File: config.mk
export PLATFORM = sky130hd
export DESIGN_NAME = jtag_dp_tap_flat
export DESIGN_NICKNAME = d
export VERILOG_FILES = /design/src/rtl/jtag_dp_pkg.sv /design/src/rtl/jtag_dp_tap_if.sv /design/src/rtl/jtag_tap_fsm.sv /design/src/rtl/jtag_dp_tap.sv /design/src/flat_wrapper.sv
export SDC_FILE = /design/constraint.sdc
export NUM_CORES = 1
export LEC_CHECK = 0
export BUFFER_PORTS_ARGS = -buffer_cell sky130_fd_sc_hd__buf_4
export CAP_MARGIN = 0
export CORE_UTILIZATION = 33
export CTS_BUF_LIST = sky130_fd_sc_hd__clkbuf_8
export DETAILED_ROUTE_END_ITERATION = 6
export GPL_TIMING_DRIVEN = 0
export PLACE_DENSITY = 0.48
export SLEW_MARGIN = 20
export SYNTH_ARGS = -nofsm -noshare
export SYNTH_HDL_FRONTEND = slang
export SYNTH_HIERARCHICAL = 1
export SYNTH_SLANG_ARGS = --single-unit
File: constraint.sdc
create_clock -name CLK -period 2.8 [get_ports CLK]
set_input_delay 0.42 -clock CLK [delete_from_list [all_inputs] [get_ports CLK]]
set_output_delay 0.42 -clock CLK [all_outputs]
set_load 0.02 [all_outputs]
File: src/rtl/jtag_dp_pkg.sv
// Shared types and constants for the JTAG-DP responder.
package jtag_dp_pkg;

  typedef enum logic [3:0] {
    TLR        = 4'd0,
    RTI        = 4'd1,
    SEL_DR     = 4'd2,
    CAPTURE_DR = 4'd3,
    SHIFT_DR   = 4'd4,
    EXIT1_DR   = 4'd5,
    PAUSE_DR   = 4'd6,
    EXIT2_DR   = 4'd7,
    UPDATE_DR  = 4'd8,
    SEL_IR     = 4'd9,
    CAPTURE_IR = 4'd10,
    SHIFT_IR   = 4'd11,
    EXIT1_IR   = 4'd12,
    PAUSE_IR   = 4'd13,
    EXIT2_IR   = 4'd14,
    UPDATE_IR  = 4'd15
  } tap_state_t;

  localparam logic [3:0] IR_ABORT   = 4'h8;
  localparam logic [3:0] IR_DPACC   = 4'hA;
  localparam logic [3:0] IR_APACC   = 4'hB;
  localparam logic [3:0] IR_IDCODE  = 4'hE;
  localparam logic [3:0] IR_BYPASS  = 4'hF;
  localparam logic [3:0] IR_CAPTURE = 4'b0001;

  localparam logic [2:0] ACK_OK   = 3'b010;
  localparam logic [2:0] ACK_WAIT = 3'b001;

  localparam logic [5:0] IR_LEN     = 6'd4;
  localparam logic [5:0] DR_LEN_ACC = 6'd35;
  localparam logic [5:0] DR_LEN_ID  = 6'd32;
  localparam logic [5:0] DR_LEN_BYP = 6'd1;

  // Length of the data register selected by an instruction.
  function automatic logic [5:0] dr_len(input logic [3:0] ir);
    case (ir)
      IR_ABORT, IR_DPACC, IR_APACC: dr_len = DR_LEN_ACC;
      IR_IDCODE:                    dr_len = DR_LEN_ID;
      default:                      dr_len = DR_LEN_BYP;
    endcase
  endfunction

endpackage

File: src/rtl/jtag_dp_tap_if.sv
// Backend register-request / response port of the JTAG-DP responder.
interface jtag_dp_tap_if;
  logic        REQ_VALID;
  logic        REQ_READY;
  logic        REQ_APNDP;
  logic [1:0]  REQ_ADDR;
  logic        REQ_RNW;
  logic [31:0] REQ_WDATA;
  logic        RSP_VALID;
  logic [31:0] RSP_RDATA;
  logic        RSP_ERR;

  modport master (
    output REQ_VALID, REQ_APNDP, REQ_ADDR, REQ_RNW, REQ_WDATA,
    input  REQ_READY, RSP_VALID, RSP_RDATA, RSP_ERR
  );

  modport slave (
    input  REQ_VALID, REQ_APNDP, REQ_ADDR, REQ_RNW, REQ_WDATA,
    output REQ_READY, RSP_VALID, RSP_RDATA, RSP_ERR
  );
endinterface

File: src/rtl/jtag_tap_fsm.sv
// Oversampled JTAG pins, TCK edge detection and the IEEE 1149.1 TAP controller.
module jtag_tap_fsm
  import jtag_dp_pkg::*;
#(
  parameter int SYNC_STAGES = 2
) (
  input  logic       clk,
  input  logic       rst,
  input  logic       tck,
  input  logic       tms,
  input  logic       tdi,
  output tap_state_t state,
  output logic       fall,
  output logic       tdi_s,
  output logic       capture_ir,
  output logic       shift_ir,
  output logic       update_ir,
  output logic       capture_dr,
  output logic       shift_dr,
  output logic       update_dr,
  output logic       tlr_entry
);

  logic [SYNC_STAGES-1:0] tck_sync_q, tck_sync_d;
  logic [SYNC_STAGES-1:0] tms_sync_q, tms_sync_d;
  logic [SYNC_STAGES-1:0] tdi_sync_q, tdi_sync_d;
  logic                   tck_prev_q, tck_prev_d;
  logic                   tck_s, tms_s, rise;
  tap_state_t             state_q, state_d;

  // Synchronizer chains, TCK history and TAP state register.
  always_ff @(posedge clk) begin
    if (rst) begin
      tck_sync_q <= '0;
      tms_sync_q <= '0;
      tdi_sync_q <= '0;
      tck_prev_q <= 1'b0;
      state_q    <= TLR;
    end else begin
      tck_sync_q <= tck_sync_d;
      tms_sync_q <= tms_sync_d;
      tdi_sync_q <= tdi_sync_d;
      tck_prev_q <= tck_prev_d;
      state_q    <= state_d;
    end
  end

  // Advance synchronizers, detect TCK edges, step the TAP on each rise.
  always_comb begin
    tck_sync_d = {tck_sync_q[SYNC_STAGES-2:0], tck};
    tms_sync_d = {tms_sync_q[SYNC_STAGES-2:0], tms};
    tdi_sync_d = {tdi_sync_q[SYNC_STAGES-2:0], tdi};
    tck_s      = tck_sync_q[SYNC_STAGES-1];
    tms_s      = tms_sync_q[SYNC_STAGES-1];
    tdi_s      = tdi_sync_q[SYNC_STAGES-1];
    tck_prev_d = tck_s;
    rise       = tck_s & ~tck_prev_q;
    fall       = ~tck_s & tck_prev_q;
    state_d    = state_q;
    if (rise) begin
      case (state_q)
        TLR:        state_d = tms_s ? TLR      : RTI;
        RTI:        state_d = tms_s ? SEL_DR   : RTI;
        SEL_DR:     state_d = tms_s ? SEL_IR   : CAPTURE_DR;
        CAPTURE_DR: state_d = tms_s ? EXIT1_DR : SHIFT_DR;
        SHIFT_DR:   state_d = tms_s ? EXIT1_DR : SHIFT_DR;
        EXIT1_DR:   state_d = tms_s ? UPDATE_DR : PAUSE_DR;
        PAUSE_DR:   state_d = tms_s ? EXIT2_DR : PAUSE_DR;
        EXIT2_DR:   state_d = tms_s ? UPDATE_DR : SHIFT_DR;
        UPDATE_DR:  state_d = tms_s ? SEL_DR   : RTI;
        SEL_IR:     state_d = tms_s ? TLR      : CAPTURE_IR;
        CAPTURE_IR: state_d = tms_s ? EXIT1_IR : SHIFT_IR;
        SHIFT_IR:   state_d = tms_s ? EXIT1_IR : SHIFT_IR;
        EXIT1_IR:   state_d = tms_s ? UPDATE_IR : PAUSE_IR;
        PAUSE_IR:   state_d = tms_s ? EXIT2_IR : PAUSE_IR;
        EXIT2_IR:   state_d = tms_s ? UPDATE_IR : SHIFT_IR;
        UPDATE_IR:  state_d = tms_s ? SEL_DR   : RTI;
        default:    state_d = TLR;
      endcase
    end else begin
      state_d = state_q;
    end
    capture_ir = rise && (state_q == CAPTURE_IR);
    shift_ir   = rise && (state_q == SHIFT_IR);
    update_ir  = rise && (state_q == UPDATE_IR);
    capture_dr = rise && (state_q == CAPTURE_DR);
    shift_dr   = rise && (state_q == SHIFT_DR);
    update_dr  = rise && (state_q == UPDATE_DR);
    tlr_entry  = rise && (state_d == TLR) && (state_q != TLR);
  end

  assign state = state_q;

endmodule

File: src/rtl/jtag_dp_tap.sv
// JTAG-DP responder: IR/DR scan chains and the DPACC/APACC/ABORT backend.
module jtag_dp_tap
  import jtag_dp_pkg::*;
#(
  parameter logic [31:0] IDCODE      = 32'h4BA00477,
  parameter int          SYNC_STAGES = 2
) (
  input  logic                CLK,
  input  logic                RESET,
  input  logic                TCK,
  input  logic                TMS,
  input  logic                TDI,
  output logic                TDO,
  output logic                TDO_OE,
  jtag_dp_tap_if.master       bus,
  output logic                ABORT_VALID,
  output logic [4:0]          ABORT_DATA,
  output logic                STICKY_ERR,
  output logic                TAP_RESET
);

  tap_state_t  state;
  logic        fall, tdi_s, capture_ir, shift_ir, update_ir;
  logic        capture_dr, shift_dr, update_dr, tlr_entry;
  logic [5:0]  shift_len;
  logic        accepted;

  logic [3:0]  ir_q, ir_d;
  logic [34:0] sr_q, sr_d;
  logic        tdo_q, tdo_d, tdo_oe_q, tdo_oe_d;
  logic        req_valid_q, req_valid_d, req_apndp_q, req_apndp_d;
  logic [1:0]  req_addr_q, req_addr_d;
  logic        req_rnw_q, req_rnw_d;
  logic [31:0] req_wdata_q, req_wdata_d;
  logic        pending_q, pending_d, discard_q, discard_d;
  logic [31:0] result_q, result_d;
  logic        abort_valid_q, abort_valid_d;
  logic [4:0]  abort_data_q, abort_data_d;
  logic        sticky_q, sticky_d, tap_reset_q, tap_reset_d;

  jtag_tap_fsm #(.SYNC_STAGES(SYNC_STAGES)) u_fsm (
    .clk(CLK), .rst(RESET), .tck(TCK), .tms(TMS), .tdi(TDI),
    .state(state), .fall(fall), .tdi_s(tdi_s),
    .capture_ir(capture_ir), .shift_ir(shift_ir), .update_ir(update_ir),
    .capture_dr(capture_dr), .shift_dr(shift_dr), .update_dr(update_dr),
    .tlr_entry(tlr_entry)
  );

  // Register all scan, backend and output state.
  always_ff @(posedge CLK) begin
    if (RESET) begin
      ir_q <= IR_IDCODE;     sr_q <= '0;
      tdo_q <= 1'b0;         tdo_oe_q <= 1'b0;
      req_valid_q <= 1'b0;   req_apndp_q <= 1'b0;  req_addr_q <= 2'd0;
      req_rnw_q <= 1'b0;     req_wdata_q <= '0;
      pending_q <= 1'b0;     discard_q <= 1'b0;    result_q <= '0;
      abort_valid_q <= 1'b0; abort_data_q <= 5'd0;
      sticky_q <= 1'b0;      tap_reset_q <= 1'b0;
    end else begin
      ir_q <= ir_d;          sr_q <= sr_d;
      tdo_q <= tdo_d;        tdo_oe_q <= tdo_oe_d;
      req_valid_q <= req_valid_d; req_apndp_q <= req_apndp_d; req_addr_q <= req_addr_d;
      req_rnw_q <= req_rnw_d;     req_wdata_q <= req_wdata_d;
      pending_q <= pending_d;     discard_q <= discard_d;     result_q <= result_d;
      abort_valid_q <= abort_valid_d; abort_data_q <= abort_data_d;
      sticky_q <= sticky_d;       tap_reset_q <= tap_reset_d;
    end
  end

  // Backend handshake first, then scan actions so capture sees the response.
  always_comb begin
    ir_d = ir_q;  sr_d = sr_q;  tdo_d = tdo_q;
    req_valid_d = req_valid_q;  req_apndp_d = req_apndp_q;  req_addr_d = req_addr_q;
    req_rnw_d = req_rnw_q;      req_wdata_d = req_wdata_q;
    pending_d = pending_q;      discard_d = discard_q;      result_d = result_q;
    sticky_d = sticky_q;
    abort_valid_d = 1'b0;
    abort_data_d  = 5'd0;
    tap_reset_d   = tlr_entry;
    tdo_oe_d      = (state == SHIFT_DR) || (state == SHIFT_IR);
    shift_len     = shift_ir ? IR_LEN : dr_len(ir_q);
    accepted      = 1'b0;

    if (req_valid_q && bus.REQ_READY) begin
      req_valid_d = 1'b0;
    end else begin
      req_valid_d = req_valid_q;
    end

    // A response after DAPABORT belongs to the aborted request: swallow it.
    if (bus.RSP_VALID) begin
      if (discard_q) begin
        discard_d = 1'b0;
      end else if (pending_q) begin
        pending_d = 1'b0;
        if (bus.RSP_ERR) begin
          sticky_d = 1'b1;
        end else if (req_rnw_q) begin
          result_d = bus.RSP_RDATA;
        end else begin
          result_d = result_q;
        end
      end else begin
        pending_d = pending_q;
      end
    end else begin
      pending_d = pending_q;
    end

    if (state == TLR) begin
      ir_d = IR_IDCODE;
    end else if (update_ir) begin
      ir_d = sr_q[3:0];
    end else begin
      ir_d = ir_q;
    end

    if (capture_ir) begin
      sr_d = {31'd0, IR_CAPTURE};
    end else if (capture_dr) begin
      case (ir_q)
        IR_DPACC, IR_APACC: sr_d = {result_d, pending_d ? ACK_WAIT : ACK_OK};
        IR_IDCODE:          sr_d = {3'd0, IDCODE};
        default:            sr_d = '0;
      endcase
    end else if (shift_ir || shift_dr) begin
      sr_d = sr_q >> 1;
      sr_d[shift_len - 6'd1] = tdi_s;
    end else begin
      sr_d = sr_q;
    end

    if (fall) begin
      tdo_d = sr_q[0];
    end else begin
      tdo_d = tdo_q;
    end

    if (update_dr) begin
      case (ir_q)
        IR_DPACC, IR_APACC: begin
          if (!pending_d) begin
            req_valid_d = 1'b1;
            req_apndp_d = (ir_q == IR_APACC);
            req_addr_d  = sr_q[2:1];
            req_rnw_d   = sr_q[0];
            req_wdata_d = sr_q[34:3];
            pending_d   = 1'b1;
          end else begin
            pending_d   = 1'b1;
          end
        end
        IR_ABORT: begin
          abort_valid_d = 1'b1;
          abort_data_d  = sr_q[7:3];
          if (sr_q[3]) begin
            // Already handed to the backend: its response will still arrive.
            accepted    = pending_d && !req_valid_d;
            discard_d   = accepted;
            pending_d   = 1'b0;
            req_valid_d = 1'b0;
          end else begin
            discard_d   = discard_q;
          end
          if (sr_q[5]) begin
            sticky_d = 1'b0;
          end else begin
            sticky_d = sticky_d;
          end
        end
        default: begin
          pending_d = pending_d;
        end
      endcase
    end else begin
      pending_d = pending_d;
    end
  end

  assign TDO           = tdo_q;
  assign TDO_OE        = tdo_oe_q;
  assign bus.REQ_VALID = req_valid_q;
  assign bus.REQ_APNDP = req_apndp_q;
  assign bus.REQ_ADDR  = req_addr_q;
  assign bus.REQ_RNW   = req_rnw_q;
  assign bus.REQ_WDATA = req_wdata_q;
  assign ABORT_VALID   = abort_valid_q;
  assign ABORT_DATA    = abort_data_q;
  assign STICKY_ERR    = sticky_q;
  assign TAP_RESET     = tap_reset_q;

endmodule

File: src/flat_wrapper.sv
// flat-port wrapper written by rule: the top's interface ports become plain ports
module jtag_dp_tap_flat import jtag_dp_pkg::*;
#(
  parameter logic [31:0] IDCODE      = 32'h4BA00477,
  parameter int          SYNC_STAGES = 2
)
  (CLK, RESET, TCK, TMS, TDI, TDO, TDO_OE, ABORT_VALID, ABORT_DATA, STICKY_ERR, TAP_RESET, bus_REQ_VALID, bus_REQ_APNDP, bus_REQ_ADDR, bus_REQ_RNW, bus_REQ_WDATA, bus_REQ_READY, bus_RSP_VALID, bus_RSP_RDATA, bus_RSP_ERR);
  jtag_dp_tap_if bus_i ();
  input  logic CLK;
  input  logic RESET;
  input  logic TCK;
  input  logic TMS;
  input  logic TDI;
  output logic TDO;
  output logic TDO_OE;
  output logic ABORT_VALID;
  output logic [4:0] ABORT_DATA;
  output logic STICKY_ERR;
  output logic TAP_RESET;
  output wire logic [$bits(bus_i.REQ_VALID)-1:0] bus_REQ_VALID;
  output wire logic [$bits(bus_i.REQ_APNDP)-1:0] bus_REQ_APNDP;
  output wire logic [$bits(bus_i.REQ_ADDR)-1:0] bus_REQ_ADDR;
  output wire logic [$bits(bus_i.REQ_RNW)-1:0] bus_REQ_RNW;
  output wire logic [$bits(bus_i.REQ_WDATA)-1:0] bus_REQ_WDATA;
  input wire logic [$bits(bus_i.REQ_READY)-1:0] bus_REQ_READY;
  input wire logic [$bits(bus_i.RSP_VALID)-1:0] bus_RSP_VALID;
  input wire logic [$bits(bus_i.RSP_RDATA)-1:0] bus_RSP_RDATA;
  input wire logic [$bits(bus_i.RSP_ERR)-1:0] bus_RSP_ERR;
  assign bus_REQ_VALID = bus_i.REQ_VALID;
  assign bus_REQ_APNDP = bus_i.REQ_APNDP;
  assign bus_REQ_ADDR = bus_i.REQ_ADDR;
  assign bus_REQ_RNW = bus_i.REQ_RNW;
  assign bus_REQ_WDATA = bus_i.REQ_WDATA;
  assign bus_i.REQ_READY = bus_REQ_READY;
  assign bus_i.RSP_VALID = bus_RSP_VALID;
  assign bus_i.RSP_RDATA = bus_RSP_RDATA;
  assign bus_i.RSP_ERR = bus_RSP_ERR;
  jtag_dp_tap #(.IDCODE(IDCODE), .SYNC_STAGES(SYNC_STAGES)) u_core (.CLK(CLK), .RESET(RESET), .TCK(TCK), .TMS(TMS), .TDI(TDI), .TDO(TDO), .TDO_OE(TDO_OE), .bus(bus_i), .ABORT_VALID(ABORT_VALID), .ABORT_DATA(ABORT_DATA), .STICKY_ERR(STICKY_ERR), .TAP_RESET(TAP_RESET));
endmodule
Word-level counts from Yosys, hierarchy flattened
Index checks and enable logic that the tools add are counted.
- register bits after elaboration: 131
- output and inout port bits: 47
- logic and storage cells: 132
- add/subtract/negate cells: 1
- order comparisons: 2
- eq/ne operators: 20
- multiplexer cells: 51
- bitwise operators: 7
- reductions and logical operators: 29
- operators by type and width (operator ; count):
    $mux 32 ; 5
    $mux 35 ; 2
    $pmux 35 s2 ; 1
    $eq 4x4->1 const B ; 12
    $pmux 4 s12 ; 1
    $bwmux 35 ; 1
    $mux 1 ; 25
    $mux 4 ; 5
    $eq 4x3->1 const B ; 4
    $pmux 6 s2 ; 1
    $reduce_or 2->1 ; 6
    $logic_and 1x1->1 ; 11
    $reduce_or 3->1 ; 3
    $eq 4x2->1 const B ; 2
    $logic_not 4->1 ; 2
    $mux 2 ; 4
    $lt 6x7->1 const B ; 1
    $demux 1 s6 ; 1
    $ge 6x1->1 const B ; 1
    $mux 3 ; 2
    $mux 6 ; 1
    $sub 6x1->6 const B ; 1
    $not 1->1 ; 5
    $eq 4x1->1 const B ; 1
    9 further kinds ; 12

Logic depth before layout (Yosys ltp)
- depth in word-level cells: 13
- gate-level depth with buffers: 12
- depth with buffers taken out: 10

Cells and area by module
Netlist, hierarchy kept.
- modules (own cells, without submodules) (module ; instances ; cells each ; area an instance (µm²) ; sequential area each (µm²)):
    jtag_dp_tap ; 1 ; 522 ; 4787.1 ; 2402.3
    jtag_tap_fsm ; 1 ; 72 ; 600.6 ; 220.2

Worst setup path before layout
No wires, ideal clock.
- path kind: flip-flop to flip-flop
- from: reg u_core.u_fsm.tck_prev_q
- to: reg u_core.sr_q[4]
- arrival: 2.241 ns
- slack: 0.443 ns
- cell stages (with the launch flop): 13
- path buffers: 2
- clock period less this slack: 2.357 ns
- cell sequence: dfxtp_1 > and2b_1 > buf_4 > nand3_1 > nor2_1 > clkbuf_1 > or2_2 > ha_1 > nor2_1 > o211ai_1 > mux2i_1 > o221ai_1 > o211a_1
- cells in the longest elaborated chain, start to end: 12
- elaborated cells between the ends (all ways): 19
- classes of those cells: add/sub (1); order compare (2); mux (6); bitwise (2); reduce/logical (8)
- ends and longest elaborated chain (item ; RTL line ; source):
    from (decl) ; jtag_tap_fsm.sv:27 ; logic tck_prev_q, tck_prev_d;
    from (signal assigned) ; jtag_tap_fsm.sv:43 ; tck_prev_q <= tck_prev_d;
    $not 1->1 * ; jtag_tap_fsm.sv:57 ; rise = tck_s & ~tck_prev_q;
    $and 1x1->1 * ; jtag_tap_fsm.sv:57 ;
    $logic_and 1x1->1 * ; jtag_tap_fsm.sv:84 ; shift_ir = rise && (state_q == SHIFT_IR);
    via u_core.shift_ir ; jtag_dp_tap.sv:23 ; logic fall, tdi_s, capture_ir, shift_ir, update_ir;
    $mux 6 ; jtag_dp_tap.sv:81 ; shift_len = shift_ir ? IR_LEN : dr_len(ir_q);
    $sub 6x1->6 ; jtag_dp_tap.sv:128 ; sr_d[shift_len - 6'd1] = tdi_s;
    $lt 6x7->1 (implied by the code) or $ge 6x1->1 (tied branches) ; jtag_dp_tap.sv:128 ;
    $logic_and 1x1->1 (implied by the code) ; jtag_dp_tap.sv:128 ;
    $mux 1 (implied by the code) ; jtag_dp_tap.sv:128 ;
    $demux 1 s6 ; - ;
    $bwmux 35 ; jtag_dp_tap.sv:128 ;
    $mux 35 ; jtag_dp_tap.sv:126 ; end else if (shift_ir || shift_dr) begin
    $mux 35 ; jtag_dp_tap.sv:120 ; end else if (capture_dr) begin
    to (signal assigned) ; jtag_dp_tap.sv:60 ; ir_q <= ir_d; sr_q <= sr_d;
    to (decl) ; jtag_dp_tap.sv:29 ; logic [34:0] sr_q, sr_d;
The timed path passes the listed nets; every way through them passes the cells marked *. The select of a mux whose other input is x is not followed.
A chain may end at the register's enable or synchronous reset.

Worst setup path after layout
Same ends and word-level chain as after synthesis.

==> flow_metrics.env <==
export IMPL_synth_area_leader_cell="dfxtp_1"
export IMPL_drv_cap=0
export IMPL_remaining_drc_errors=0
export IMPL_cts_tree="yes"
export IMPL_num_rows=46
export IMPL_crit_type="reg -> reg"
export IMPL_io_pins=87
export IMPL_clkSlewWorstSetupHoldPaths_ns=0.07
export IMPL_r2r_start="u_core/u_fsm/tck_prev_q"
export IMPL_reg2reg_to="u_core/sr_q[4]"
export IMPL_period_minus_slack_ns=2.569
export IMPL_fmax_ghz=0.3892
export IMPL_ir_drop_uv=256.5
export IMPL_grt_usage_pct=18.91
export IMPL_cp_end_kind="register"
export IMPL_power_density_mw_per_mm2=521.8
export IMPL_fp_coreArea_mm2=0.01589
export IMPL_ant_nets=0
export IMPL_cts_root_buf="clkbuf_8"
export IMPL_drt_iter0_markers=319
export IMPL_setup_viol=0
export IMPL_cts_hold_buf=0
export IMPL_period_share_pct=91.76
export IMPL_syn_inst=594
export IMPL_hold_class="in -> reg"
export IMPL_grt_max_degree=17
export IMPL_crit_path_start="u_core/u_fsm/tck_prev_q"
export IMPL_layout_common_cells="dfxtp_1 (130), nand2_1 (90), buf_4 (89), a21oi_1 (57), nor2_1 (48)"
export IMPL_drive_gt1_share_pct=21.77
export IMPL_hold_path_depth=2
export IMPL_routed_wl_um=15040
export IMPL_required_ns=3.14
export IMPL_die_width_um=129.8
export IMPL_numCtsBuffers=17
export IMPL_power_leakage_nw=2.628
export IMPL_rsz0062_at_grt="no"
export IMPL_ys_seq_elements=131
export IMPL_viasPerCell=4.997
export IMPL_start_util_pct=33.92
export IMPL_grt_antenna_before_repair=0
export IMPL_htree_levels=4
export IMPL_cp_max_fo=9
export IMPL_syn_nets=635
export IMPL_synth_edf_count=0
export IMPL_worst_pin_slew_ns=0.7466
export IMPL_clockBufferDepth=2
export IMPL_status="finished, final reports clean"
export IMPL_yosys_area_top_type_share_pct=48.68
export IMPL_syn_to_final_growth_pct=23.97
export IMPL_place_congestion=0.7922
export IMPL_post_cts_buffers=0
export IMPL_cp_data_arrival_time_ns=2.91
export IMPL_clock_sinks=131
export IMPL_r2r_slack_ns=0.23
export IMPL_totalPowerFinal_mw=3.485
export IMPL_avgRoutedWirePerCell_um=16.21
export IMPL_port_buffers=86
export IMPL_grt_overflow=0
export IMPL_ys_types=56
export IMPL_finClkSkew_ns=0.008391
export IMPL_vias=4637
export IMPL_grt_first_pass_wirelength_um=23730
export IMPL_layout_commonest_cell="dfxtp_1"
export IMPL_drtPass1Iterations=4
export IMPL_yosysSeqAreaShare_pct=48.68
export IMPL_fin_nets=740
export IMPL_synthFlopType="dfxtp_1"
export IMPL_crit_end="u_core/sr_q[4]"
export IMPL_n_antenna_cell=0
export IMPL_layoutNonFillerInstCount=928
export IMPL_die_height_um=129.8
export IMPL_placed_cells=896
export IMPL_clk_latency_ns=0.44
export IMPL_synth_async_reset_ratio_pct=0
export IMPL_yosys_top_cells_area="dfxtp_1 (49%), mux2i_1 (7.2%), nand2_1 (6.3%), a21oi_1 (5.3%), o211a_1 (4.1%)"
export IMPL_report_final_slew_viol_count=0
export IMPL_r2r_cells=12
export IMPL_yosys_warnings=6
export IMPL_grt_pass1_vias=4462
export IMPL_startpoint_type="register"
export IMPL_relSlewSlack_pct=49.77
export IMPL_hpwlAfterDp_um=10610
export IMPL_die_area_mm2=0.01684
export IMPL_finalHoldViolCount=0
export IMPL_avgSynthCellArea_um2=9.070
export IMPL_synth_area_mm2=0.005388
sequential cells by signal, summed over array words and instances (netlist names), 2 cells and up:
name,flops
u_core/result_q,32
u_core/u_fsm/tdi_sync_q,2
u_core/u_fsm/state,4
u_core/u_fsm/tck_sync_q,2
u_core/ABORT_DATA,5
u_core/u_fsm/tms_sync_q,2
u_core/bus.REQ_ADDR,2
u_core/sr_q,35
u_core/ir_q,4
u_core/bus.REQ_WDATA,32
what timing repair did:
| item | 4_1_cts | 5_1_grt |
|---|---|---|
| gates cloned | 0 | 0 |
| endpoints found under the setup margin | 8 | 17 |
| resized for setup | 1 | 9 |
metrics by stage:
stage	instance area [um2]	util, %	TNS [ns]	setup WS [ns]	hold WS (ns)
2_1_floorplan	5388	-	0	0.4427	0.4138
3_3_place_gp	6304	39.68	-1.157	-0.1692	0.4226
3_5_place_dp	6304	39.68	-0.7439	-0.1193	0.4220
4_1_cts	6669	41.98	0	0.01950	0.1452
5_1_grt	6679	42.04	0	0.01122	0.1460
6_report	6679	42.04	0	0.2306	0.1696
critical path, stage by stage, from the launching register on:
cell	delay, ns
dfxtp_1	0.33
and2b_1	0.17
buf_4	0.15
nand3_1	0.14
nor2_1	0.07
clkbuf_2	0.19
or2_2	0.32
ha_1	0.35
nor2_2	0.15
o211ai_1	0.14
mux2i_1	0.17
o221ai_1	0.13
o211a_1	0.14
power breakdown:
part	switching (mW)	internal, mW
clock network	0.745	0.716
registers	0.00709	1.87
logic	0.0818	0.0648
total	0.834	2.65
logic make-up after synthesis:
kind of cell / Yosys count / share of synthesized area [%]
fa+ha+maj: 1 / 0.2322
mux: 46 / 8.709
flops: 131 / 48.68
buf+inv: 65 / 5.922
simple gates: 203 / 17.70
compound gates: 148 / 18.76
metal layers:
| metal | GRT usage (%) | routed length [um] | up-vias |
|---|---|---|---|
| met5 | 0 | 0 | - |
| met4 | 6.772 | 209 | 0 |
| met3 | 3.977 | 1040 | 18 |
| met2 | 30.14 | 6692 | 130 |
| met1 | 25.28 | 7097 | 2199 |
| li1 | - | - | 2290 |
cells in the mapped netlist, types with 2 or more instances:
cell type  instances
dfxtp_1          131
nand2_1           90
a21oi_1           57
nor2_1            49
mux2i_1           39
clkbuf_1          30
o211a_1           22
o21ai_0           22
inv_1             18
nor2b_1           16
o221ai_1          14
nor3_1            11
buf_2              8
a221oi_1           6
mux2_2             6
nand2b_1           6
nand3_1            6
nor4_1             4
o211ai_1           4
and2_1             3
buf_4              3
o22a_1             3
a211oi_1           2
a21boi_0           2
a22oi_1            2
a32oi_1            2
and3_1             2
buf_6              2
buf_8              2
nand4_1            2
o21a_1             2
o22ai_1            2
o2bb2ai_1          2
or2_2              2
worst min-delay path by stage:
stage / startpoint / end / slack, ns
6_report: RESET / u_core/u_fsm/state[3] / 0.17
3_5_place_dp: u_core/u_fsm/tms_sync_q[0] / u_core/u_fsm/tms_sync_q[1] / 0.42
3_3_place_gp: u_core/u_fsm/tms_sync_q[0] / u_core/u_fsm/tms_sync_q[1] / 0.42
4_1_cts: RESET / u_core/u_fsm/state[3] / 0.15
5_1_grt: RESET / u_core/u_fsm/state[3] / 0.15
2_1_floorplan: u_core/u_fsm/tck_sync_q[0] / u_core/u_fsm/tck_sync_q[1] / 0.41
layout make-up:
cell class                      count  area (um2)
Buffer                             46       255.2
Clock buffer                       18       247.7
Clock inverter                     14       116.4
Fill cell                        1656        9206
Inverter                           19       71.32
Multi-Input combinational cell    398        2449
Sequential cell                   131        2624
Tap cell                          216       270.3
Timing Repair Buffer               86       645.6
(Power assumes the default switching activity.)
